`src/rtl/pulse_stretcher_pkg.sv`:
```
// Shared types and default parameter values for the pulse stretcher.
package pulse_stretcher_pkg;

    typedef enum logic [1:0] {
        IDLE = 2'd0,
        HOLD = 2'd1,
        GAP  = 2'd2
    } state_e;

    localparam int unsigned DEF_HOLD_CYCLES = 8;
    localparam int unsigned DEF_GAP_CYCLES  = 2;
    localparam int unsigned DEF_RETRIGGER   = 0;
    localparam int unsigned DEF_PEND_MAX    = 3;
    localparam int unsigned DEF_CNT_W       = 8;

    function automatic int unsigned max_u(input int unsigned a, input int unsigned b);
        return (a > b) ? a : b;
    endfunction

endpackage

```
`src/rtl/pulse_stretcher_timer.sv`:
```
// Loadable down-counter; last_o flags the final cycle of a loaded interval.
module cycle_timer #(
    parameter int unsigned W = 4
) (
    input  logic         clk_i,
    input  logic         rst_i,
    input  logic         load_i,
    input  logic [W-1:0] load_val_i,
    output logic         last_o
);

    logic [W-1:0] cnt_q, cnt_d;

    always_comb begin
        cnt_d = cnt_q;
        if (load_i) begin
            cnt_d = load_val_i;
        end else if (cnt_q != '0) begin
            cnt_d = cnt_q - W'(1);
        end
    end

    always_ff @(posedge clk_i) begin
        if (rst_i) begin
            cnt_q <= '0;
        end else begin
            cnt_q <= cnt_d;
        end
    end

    assign last_o = (cnt_q == W'(1));

endmodule

```
`src/rtl/pulse_stretcher.sv`:
```
// Stretches single-cycle events into fixed-length levels separated by a
// minimum gap, queuing (or retriggering on) events that arrive while busy.
module pulse_stretcher
    import pulse_stretcher_pkg::*;
#(
    parameter int unsigned HOLD_CYCLES = DEF_HOLD_CYCLES,
    parameter int unsigned GAP_CYCLES  = DEF_GAP_CYCLES,
    parameter int unsigned RETRIGGER   = DEF_RETRIGGER,
    parameter int unsigned PEND_MAX    = DEF_PEND_MAX,
    parameter int unsigned CNT_W       = DEF_CNT_W
) (
    input  logic                             clk,
    input  logic                             rst,
    input  logic                             pulse_in,
    output logic                             level_out,
    output logic                             busy,
    output logic [$clog2(PEND_MAX+1)-1:0]    pend_cnt,
    output logic [CNT_W-1:0]                 event_cnt,
    output logic                             dropped
);

    localparam int unsigned PW = $clog2(PEND_MAX + 1);
    localparam int unsigned TW = $clog2(max_u(HOLD_CYCLES, GAP_CYCLES) + 1);
    localparam logic [TW-1:0] HOLD_LD  = TW'(HOLD_CYCLES);
    localparam logic [TW-1:0] GAP_LD   = TW'(GAP_CYCLES);
    localparam logic [PW-1:0] PEND_LIM = PW'(PEND_MAX);

    state_e            state_q, state_d;
    logic [PW-1:0]     pend_q, pend_d;
    logic [CNT_W-1:0]  evt_q, evt_d;
    logic              drop_q, drop_d;
    logic              level_q, busy_q;
    logic              tmr_load, tmr_last;
    logic [TW-1:0]     tmr_val;

    cycle_timer #(.W(TW)) u_timer (
        .clk_i      (clk),
        .rst_i      (rst),
        .load_i     (tmr_load),
        .load_val_i (tmr_val),
        .last_o     (tmr_last)
    );

    always_comb begin
        state_d  = state_q;
        pend_d   = pend_q;
        evt_d    = evt_q;
        drop_d   = drop_q;
        tmr_load = 1'b0;
        tmr_val  = HOLD_LD;
        case (state_q)
            IDLE: begin
                if (pulse_in) begin
                    state_d  = HOLD;
                    tmr_load = 1'b1;
                    evt_d    = evt_q + CNT_W'(1);
                end
            end
            HOLD, GAP: begin
                if (state_q == HOLD && RETRIGGER != 0 && pulse_in) begin
                    tmr_load = 1'b1;
                    evt_d    = evt_q + CNT_W'(1);
                end else if (tmr_last && (state_q == GAP || GAP_CYCLES == 0)) begin
                    // A pulse on the exit cycle is queued and consumed at once:
                    // pend_cnt is untouched and saturation cannot drop it.
                    if (pend_q != '0 || pulse_in) begin
                        state_d  = HOLD;
                        tmr_load = 1'b1;
                        if (pulse_in) begin
                            evt_d = evt_q + CNT_W'(1);
                        end else begin
                            pend_d = pend_q - PW'(1);
                        end
                    end else begin
                        state_d = IDLE;
                    end
                end else begin
                    if (tmr_last) begin
                        state_d  = GAP;
                        tmr_load = 1'b1;
                        tmr_val  = GAP_LD;
                    end
                    if (pulse_in) begin
                        if (pend_q != PEND_LIM) begin
                            pend_d = pend_q + PW'(1);
                            evt_d  = evt_q + CNT_W'(1);
                        end else begin
                            drop_d = 1'b1;
                        end
                    end
                end
            end
            default: state_d = IDLE;
        endcase
    end

    always_ff @(posedge clk) begin
        if (rst) begin
            state_q <= IDLE;
            pend_q  <= '0;
            evt_q   <= '0;
            drop_q  <= 1'b0;
            level_q <= 1'b0;
            busy_q  <= 1'b0;
        end else begin
            state_q <= state_d;
            pend_q  <= pend_d;
            evt_q   <= evt_d;
            drop_q  <= drop_d;
            level_q <= (state_d == HOLD);
            busy_q  <= (state_d != IDLE);
        end
    end

    assign level_out = level_q;
    assign busy      = busy_q;
    assign pend_cnt  = pend_q;
    assign event_cnt = evt_q;
    assign dropped   = drop_q;

endmodule

```
`config.mk`:
```
export PLATFORM = sky130hd
export DESIGN_NAME = pulse_stretcher
export DESIGN_NICKNAME = d
export VERILOG_FILES = /design/src/rtl/pulse_stretcher_pkg.sv /design/src/rtl/pulse_stretcher_timer.sv /design/src/rtl/pulse_stretcher.sv
export SDC_FILE = /design/constraint.sdc
export NUM_CORES = 1
export LEC_CHECK = 0
export BUFFER_PORTS_ARGS = -buffer_cell sky130_fd_sc_hd__buf_2
export CAP_MARGIN = 30
export CELL_PAD_IN_SITES_DETAIL_PLACEMENT = 0
export CELL_PAD_IN_SITES_GLOBAL_PLACEMENT = 2
export CORE_AREA = 2 2 59 61
export CTS_CLUSTER_DIAMETER = 50
export CTS_CLUSTER_SIZE = 16
export DETAILED_ROUTE_END_ITERATION = 12
export DIE_AREA = 0 0 61 63
export HOLD_SLACK_MARGIN = 0.08
export MAX_ROUTING_LAYER = met4
export PLACE_DENSITY_LB_ADDON = 0.08
export SLEW_MARGIN = 10
export SYNTH_ARGS = -nofsm -noshare
export SYNTH_HDL_FRONTEND = slang
export SYNTH_SLANG_ARGS = --single-unit
```
`constraint.sdc`:
```
create_clock -name clk -period 4.5 [get_ports clk]
set_input_delay 0.9 -clock clk [delete_from_list [all_inputs] [get_ports clk]]
set_output_delay 0.9 -clock clk [all_outputs]
set_load 0.05 [all_outputs]
```
# After elaboration in Yosys (flattened, before gate mapping)
# Cells that the tools add are included.
dict set report op_classes {
  add_sub_neg 4
  n_eq_ne 10
  mux 26
  bitwise_logic 2
  n_reduce_logical 14
}
# cell count
set ops {}
lappend ops {{2-to-1 mux 8 bit} 5}
lappend ops {{2-to-1 mux 4 bit} 5}
lappend ops {{2-to-1 mux 2 bit} 8}
lappend ops {{case mux 8 bit (2 select lines)} 1}
lappend ops {{nonzero test 2 bit} 6}
lappend ops {{inequality test 3 bit (second input constant)} 3}
lappend ops {{adder 8 x 1 -> 8 bit (second input constant)} 1}
lappend ops {{AND reduction 4 bit} 2}
lappend ops {{2-to-1 mux 1 bit} 5}
lappend ops {{AND reduction 5 bit} 1}
lappend ops {{== test 2 x 1 -> 1 bit (second input constant)} 2}
lappend ops {{== test 4 x 1 -> 1 bit (second input constant)} 1}
lappend ops {{inequality test 2 bit (second input constant)} 2}
lappend ops {{case mux 2 bit (2 select lines)} 1}
lappend ops {{nonzero test 4 bit} 1}
lappend ops {{subtractor 4 x 1 -> 4 bit (second input constant)} 1}
lappend ops {{adder 2 x 1 -> 2 bit (second input constant)} 1}
lappend ops {{== test 2 bit (second input constant)} 1}
lappend ops {{logical NOT 2 bit} 1}
lappend ops {{inequality test 2 x 1 -> 1 bit (second input constant)} 1}
lappend ops {{NOT 1 bit} 2}
lappend ops {{case mux 1 bit (2 select lines)} 1}
lappend ops {{OR reduction 2 bit} 1}
lappend ops {{subtractor 2 x 1 -> 2 bit (second input constant)} 1}
lappend ops {{2 further kinds} 2}
dict set report totals {
  ff_bits 19
  input_bits 3
  output_inout_bits 13
  wordCells 63
}

# Longest topological paths before layout
dict set report logic_depth {
  depth_word 6
  depth_mapped 10
  depth_no_buf 10
}

# Hierarchy
# From an unflattened synthesis, not the netlist that was laid out.
dict set report unflattened {
  cells_unflattened 129
  hier_area_um2 1189.9
}
# mod n_inst cells_per_inst area_per_inst_um2 seq_area_each_um2
set by_module_without_submodules {}
lappend by_module_without_submodules {pulse_stretcher 1 102 943.4 300.3}
lappend by_module_without_submodules {cycle_timer 1 27 246.5 80.1}

# Worst setup path after synthesis
# OpenSTA, ideal clock, no wires.
dict set report synth_timing {
  path_type {input -> register}
  from {in pulse_in}
  to {reg evt_q[7] (netlist: event_cnt[7])}
  setup_ps 123
  arrival_time_ps 2052
  required_ps 4377
  setup_slack_ps 2325
  cell_stages 7
  path_buffers 0
  cell_sequence {inv_1 -> ha_1 -> and2b_1 -> nand3_4 -> nand3_2 -> nand4_1 -> mux2_1}
}
dict set report synth_via {
  elab_chain_len 4
  word_cells_on_any_way 8
  classes_between {eq/ne (2); mux (4); reduce/logical (2)}
}
# item line
set synth_lines {}
lappend synth_lines {{start, declared} pulse_stretcher.sv:14} ;# input logic pulse_in,
lappend synth_lines {{2-to-1 mux 8 bit (3 in a row)} n/a}
lappend synth_lines {{case mux 8 bit (2 select lines)} n/a}
lappend synth_lines {{end signal, assigned} pulse_stretcher.sv:108} ;# evt_q <= evt_d;
lappend synth_lines {{end, declared} pulse_stretcher.sv:30} ;# logic [CNT_W-1:0] evt_q, evt_d;
# Parallel ways exist; a longest one is shown, timed or not. The select of a mux whose other input is x is not followed.
# A chain may end at the register's enable or synchronous reset.

# Worst setup path after layout
dict set report layout_timing {
  from {reg state_q[0]}
  to {reg evt_q[7] (netlist: event_cnt[7])}
}
dict set report layout_via {
  elab_chain_len 4
  word_cells_on_any_way 12
  classes_between {eq/ne (5); mux (2); reduce/logical (5)}
}
# item line
set layout_lines {}
lappend layout_lines {{start, declared} pulse_stretcher.sv:28} ;# state_e state_q, state_d;
lappend layout_lines {{start signal, assigned} pulse_stretcher.sv:106} ;# state_q <= state_d;
lappend layout_lines {{== test 2 x 1 -> 1 bit / == test 2 bit (equally long branches)} {pulse_stretcher.sv:51, pulse_stretcher.sv:63}}
lappend layout_lines {{OR reduction 2 bit / logical AND 1 bit (equally long branches)} {pulse_stretcher.sv:51, pulse_stretcher.sv:63}}
lappend layout_lines {{inequality test 3 bit (no line), or another cell as far along} n/a}
lappend layout_lines {{AND reduction 4 bit (no line) / case mux 8 bit (2 select lines) (equally long branches)} n/a}
# Parallel ways exist; a longest one is shown, timed or not.

==> results.sh <==
export IMPL_syn2layout_area_growth_pct=13.6
export IMPL_globalRoute_totalOverflow=0
export IMPL_seqPwrFrac_pct=41.5
export IMPL_grt_max_degree=17
export IMPL_clock_latency_ns=0.29
export IMPL_viasPerCell=4.54
export IMPL_wl_per_cell_um=11.0
export IMPL_drt_iter0_drc=17
export IMPL_fin_skew_ns=0.00205
export IMPL_gp_congestion=0.782
export IMPL_syn_inst=124
export IMPL_startpoint_type="register"
export IMPL_maxSlewHeadroom_pct=74.3
export IMPL_clk_pin_slew_ns=0.11
export IMPL_cts_buffers=3
export IMPL_setup_ws_ns=2.23
export IMPL_worst_pin_slew_ns=0.383
export IMPL_diodes=0
export IMPL_cap_violations=0
export IMPL_cp_num_buf_inv=2
export IMPL_clockPowerShare_pct=15.7
export IMPL_rsz0062_at_grt="no"
export IMPL_wirelength_um=2050
export IMPL_synth_edf_count=0
export IMPL_async_flop_share_pct=0
export IMPL_grt_pass1_vias=770
export IMPL_pre_cts_slack_ns=2.05
export IMPL_cts_tree="yes"
export IMPL_hold_path_class="reg -> reg"
export IMPL_start_util_pct=33.3
export IMPL_met3WireLength_um=42
export IMPL_dp_hpwl_um=1530
export IMPL_setup_viol=0
export IMPL_critPathCaptureType="register"
export IMPL_crit_type="reg -> reg"
export IMPL_core_um2=3230
export IMPL_cpLargestDelayFamily="simple AND/OR/NAND/NOR gates"
export IMPL_rows=21
export IMPL_drive_above_1_share_pct=19.3
export IMPL_switching_power_w=0.000234
export IMPL_drc_errors=0
export IMPL_die_h_um=63
export IMPL_nets=152
export IMPL_synth_ff_type="dfxtp_1"
export IMPL_hold_viol_final=0
export IMPL_synth_top_family_by_area="simple AND/OR/NAND/NOR gates"
export IMPL_synthMuxAreaShare_pct=3.96
export IMPL_die_area_um2=3840
export IMPL_yosys_area_share_simple_pct=29.8
export IMPL_crit_chain="inv_1 -> ha_1 -> and4bb_4 -> inv_4 -> ha_1 -> and2b_1 -> nand3_4 -> nand3_2 -> nand4_1 -> mux2_1"
export IMPL_crit_path_top_delay_cell="dfxtp_1"
export IMPL_synth_seq_cells=19
export IMPL_period_minus_slack_ns=2.27
export IMPL_p_int_w=0.000330
export IMPL_ctsHoldBuffers=0
export IMPL_cts_setup_buffers=0
export IMPL_synth_compound_area_share_pct=11.6
export IMPL_power_density_nw_per_um2=462
export IMPL_nFillCells=329
export IMPL_cts_root_buf="clkbuf_4"
export IMPL_crit_top_cell="ha_1"
export IMPL_clock_sinks=19
export IMPL_pwr_share_comb_pct=42.8
export IMPL_final_antenna_net_count=0
export IMPL_portBuffers=15
export IMPL_synth_fp_nets=135
export IMPL_fmax_mhz=440
export IMPL_tns_ns=0
export IMPL_synth_fa_ha_area_share_pct=9.31
export IMPL_fin_crit_sh_pct=50.5
export IMPL_status="finished clean"
export IMPL_vias=845
export IMPL_netlist_area_um2=1070
export IMPL_dr_wl_met2_um=950
export IMPL_grt_pass1_wl_um=3460
export IMPL_io_pins=16
export IMPL_synth_warnings=0
export IMPL_seq_area_um2=380
export IMPL_p_leak_nw=0.517
export IMPL_crit_required_ns=4.69
export IMPL_final_max_slew_viol_count=0
export IMPL_m1WireLength_um=1030
export IMPL_critPathMaxStageDelay_ns=0.34
export IMPL_first_pass_iters=4
export IMPL_synth_seq_area_share_pct=35.4
export IMPL_top_layer_used="met4"
export IMPL_grt_use_total_pct=12.0
export IMPL_antenna_found_initial=0
export IMPL_ys_types=36
export IMPL_cp_arrival_ns=2.46
export IMPL_cts_buffer_depth=2
export IMPL_avgSynthCellArea_um2=8.67
export IMPL_switching_share_pct=41.5
export IMPL_die_x_um=61
export IMPL_multi_input_area_um2=649
export IMPL_cts_repair_resized=0
export IMPL_synth_xor_area_share_pct=5.70
export IMPL_crit_fanout=6
export IMPL_htreeDepth=1
export IMPL_ir_worst_vdd_mv=0.248
## sequential cells by signal (all words and copies together), names as in the netlist
register	cells
level_out	1
event_cnt	8
busy	1
dropped	1
state_q	2
pend_cnt	2
u_timer.cnt_q	4
## cell usage after synthesis, types with 2 or more instances
master     n  area, um2
dfxtp_1   19        380
nor2_1    18       67.6
ha_1       8        100
inv_1      7       26.3
nor3_1     7       35.0
xnor2_1    7       61.3
a31oi_1    6       37.5
nand3_1    6       30.0
a21oi_1    5       25.0
nand2_1    4       15.0
o21ai_0    4       20.0
and3_1     3       18.8
and2_1     2       12.5
clkbuf_1   2       7.51
mux2i_1    2       20.0
nand3_4    2       35.0
nor2b_1    2       12.5
or2_1      2       12.5
## stage by stage
step	utilization [%]	hold slack (ns)	cell area [um2]	power [W]	cells
floorplan	-	0.512	1070	0.000437	124
global placement	37.0	0.448	1190	0.000485	182
detailed placement	37.0	0.481	1190	0.000483	182
CTS	37.8	0.511	1220	0.000576	186
global route	37.8	0.559	1220	0.000616	186
finish	37.8	0.514	1220	0.000564	186
## power groups by stage
stage | Sequential [W] | Clock (W) | Combinational, W
6_report | 0.000234 | 0.0000886 | 0.000241
5_1_grt | 0.000241 | 0.000105 | 0.000270
4_1_cts | 0.000235 | 0.0000952 | 0.000246
3_5_place_dp | 0.000239 | 0 | 0.000244
3_3_place_gp | 0.000239 | 0 | 0.000246
2_1_floorplan | 0.000281 | 0 | 0.000155
## routing by layer
metal	global-route usage (%)	vias to the layer above
li1	-	463
met1	15.6	374
met2	17.7	6
met3	2.48	2
met4	4.89	0
met5	-	-
## layout by cell type (no fill, tap or decap), types with 3 or more instances in the layout
cell and n:
a21oi_1 5, a31oi_1 6, and3_1 3, buf_2 15
clkbuf_4 3, dfxtp_1 19, ha_1 8, inv_1 7
nand2_1 4, nand3_1 6, nor2_1 18, nor3_1 7
o21ai_0 4, xnor2_1 7
## logic make-up after synthesis
logic type               count (synthesis)
AO/OA/AOI/OAI                           20
XOR/XNOR                                 7
adder cells (fa/ha/maj)                  8
buffers and inverters                   11
flip-flops                              19
multiplexers                             4
AND/OR/NAND/NOR                         55
## worst reg2reg max path, cell delays in order, from the launching register on
cell and delay, ns:
dfxtp_1 0.34, inv_1 0.10, ha_1 0.23, and4bb_4 0.32
inv_4 0.07, ha_1 0.17, and2b_1 0.28, nand3_4 0.12
nand3_2 0.12, nand4_1 0.10, mux2_1 0.32
## worst paths after layout
kind | from | slack, ns | cells after the start | to
max | state_q[0] | 2.23 | 10 | event_cnt[7]
min | dropped | 0.51 | 2 | dropped
max reg2reg | state_q[0] | 2.23 | 10 | event_cnt[7]
min reg2reg | dropped | 0.51 | 2 | dropped
## area by class of cell
type | instances | share of cell area (%)
clock buffers | 4 | 2.15
inverters | 8 | 2.66
multi-input cells | 94 | 53.2
repair buffers | 15 | 6.15
well taps | 46 | 4.71
flip-flops and latches | 19 | 31.1
(Power assumes the default switching activity.)
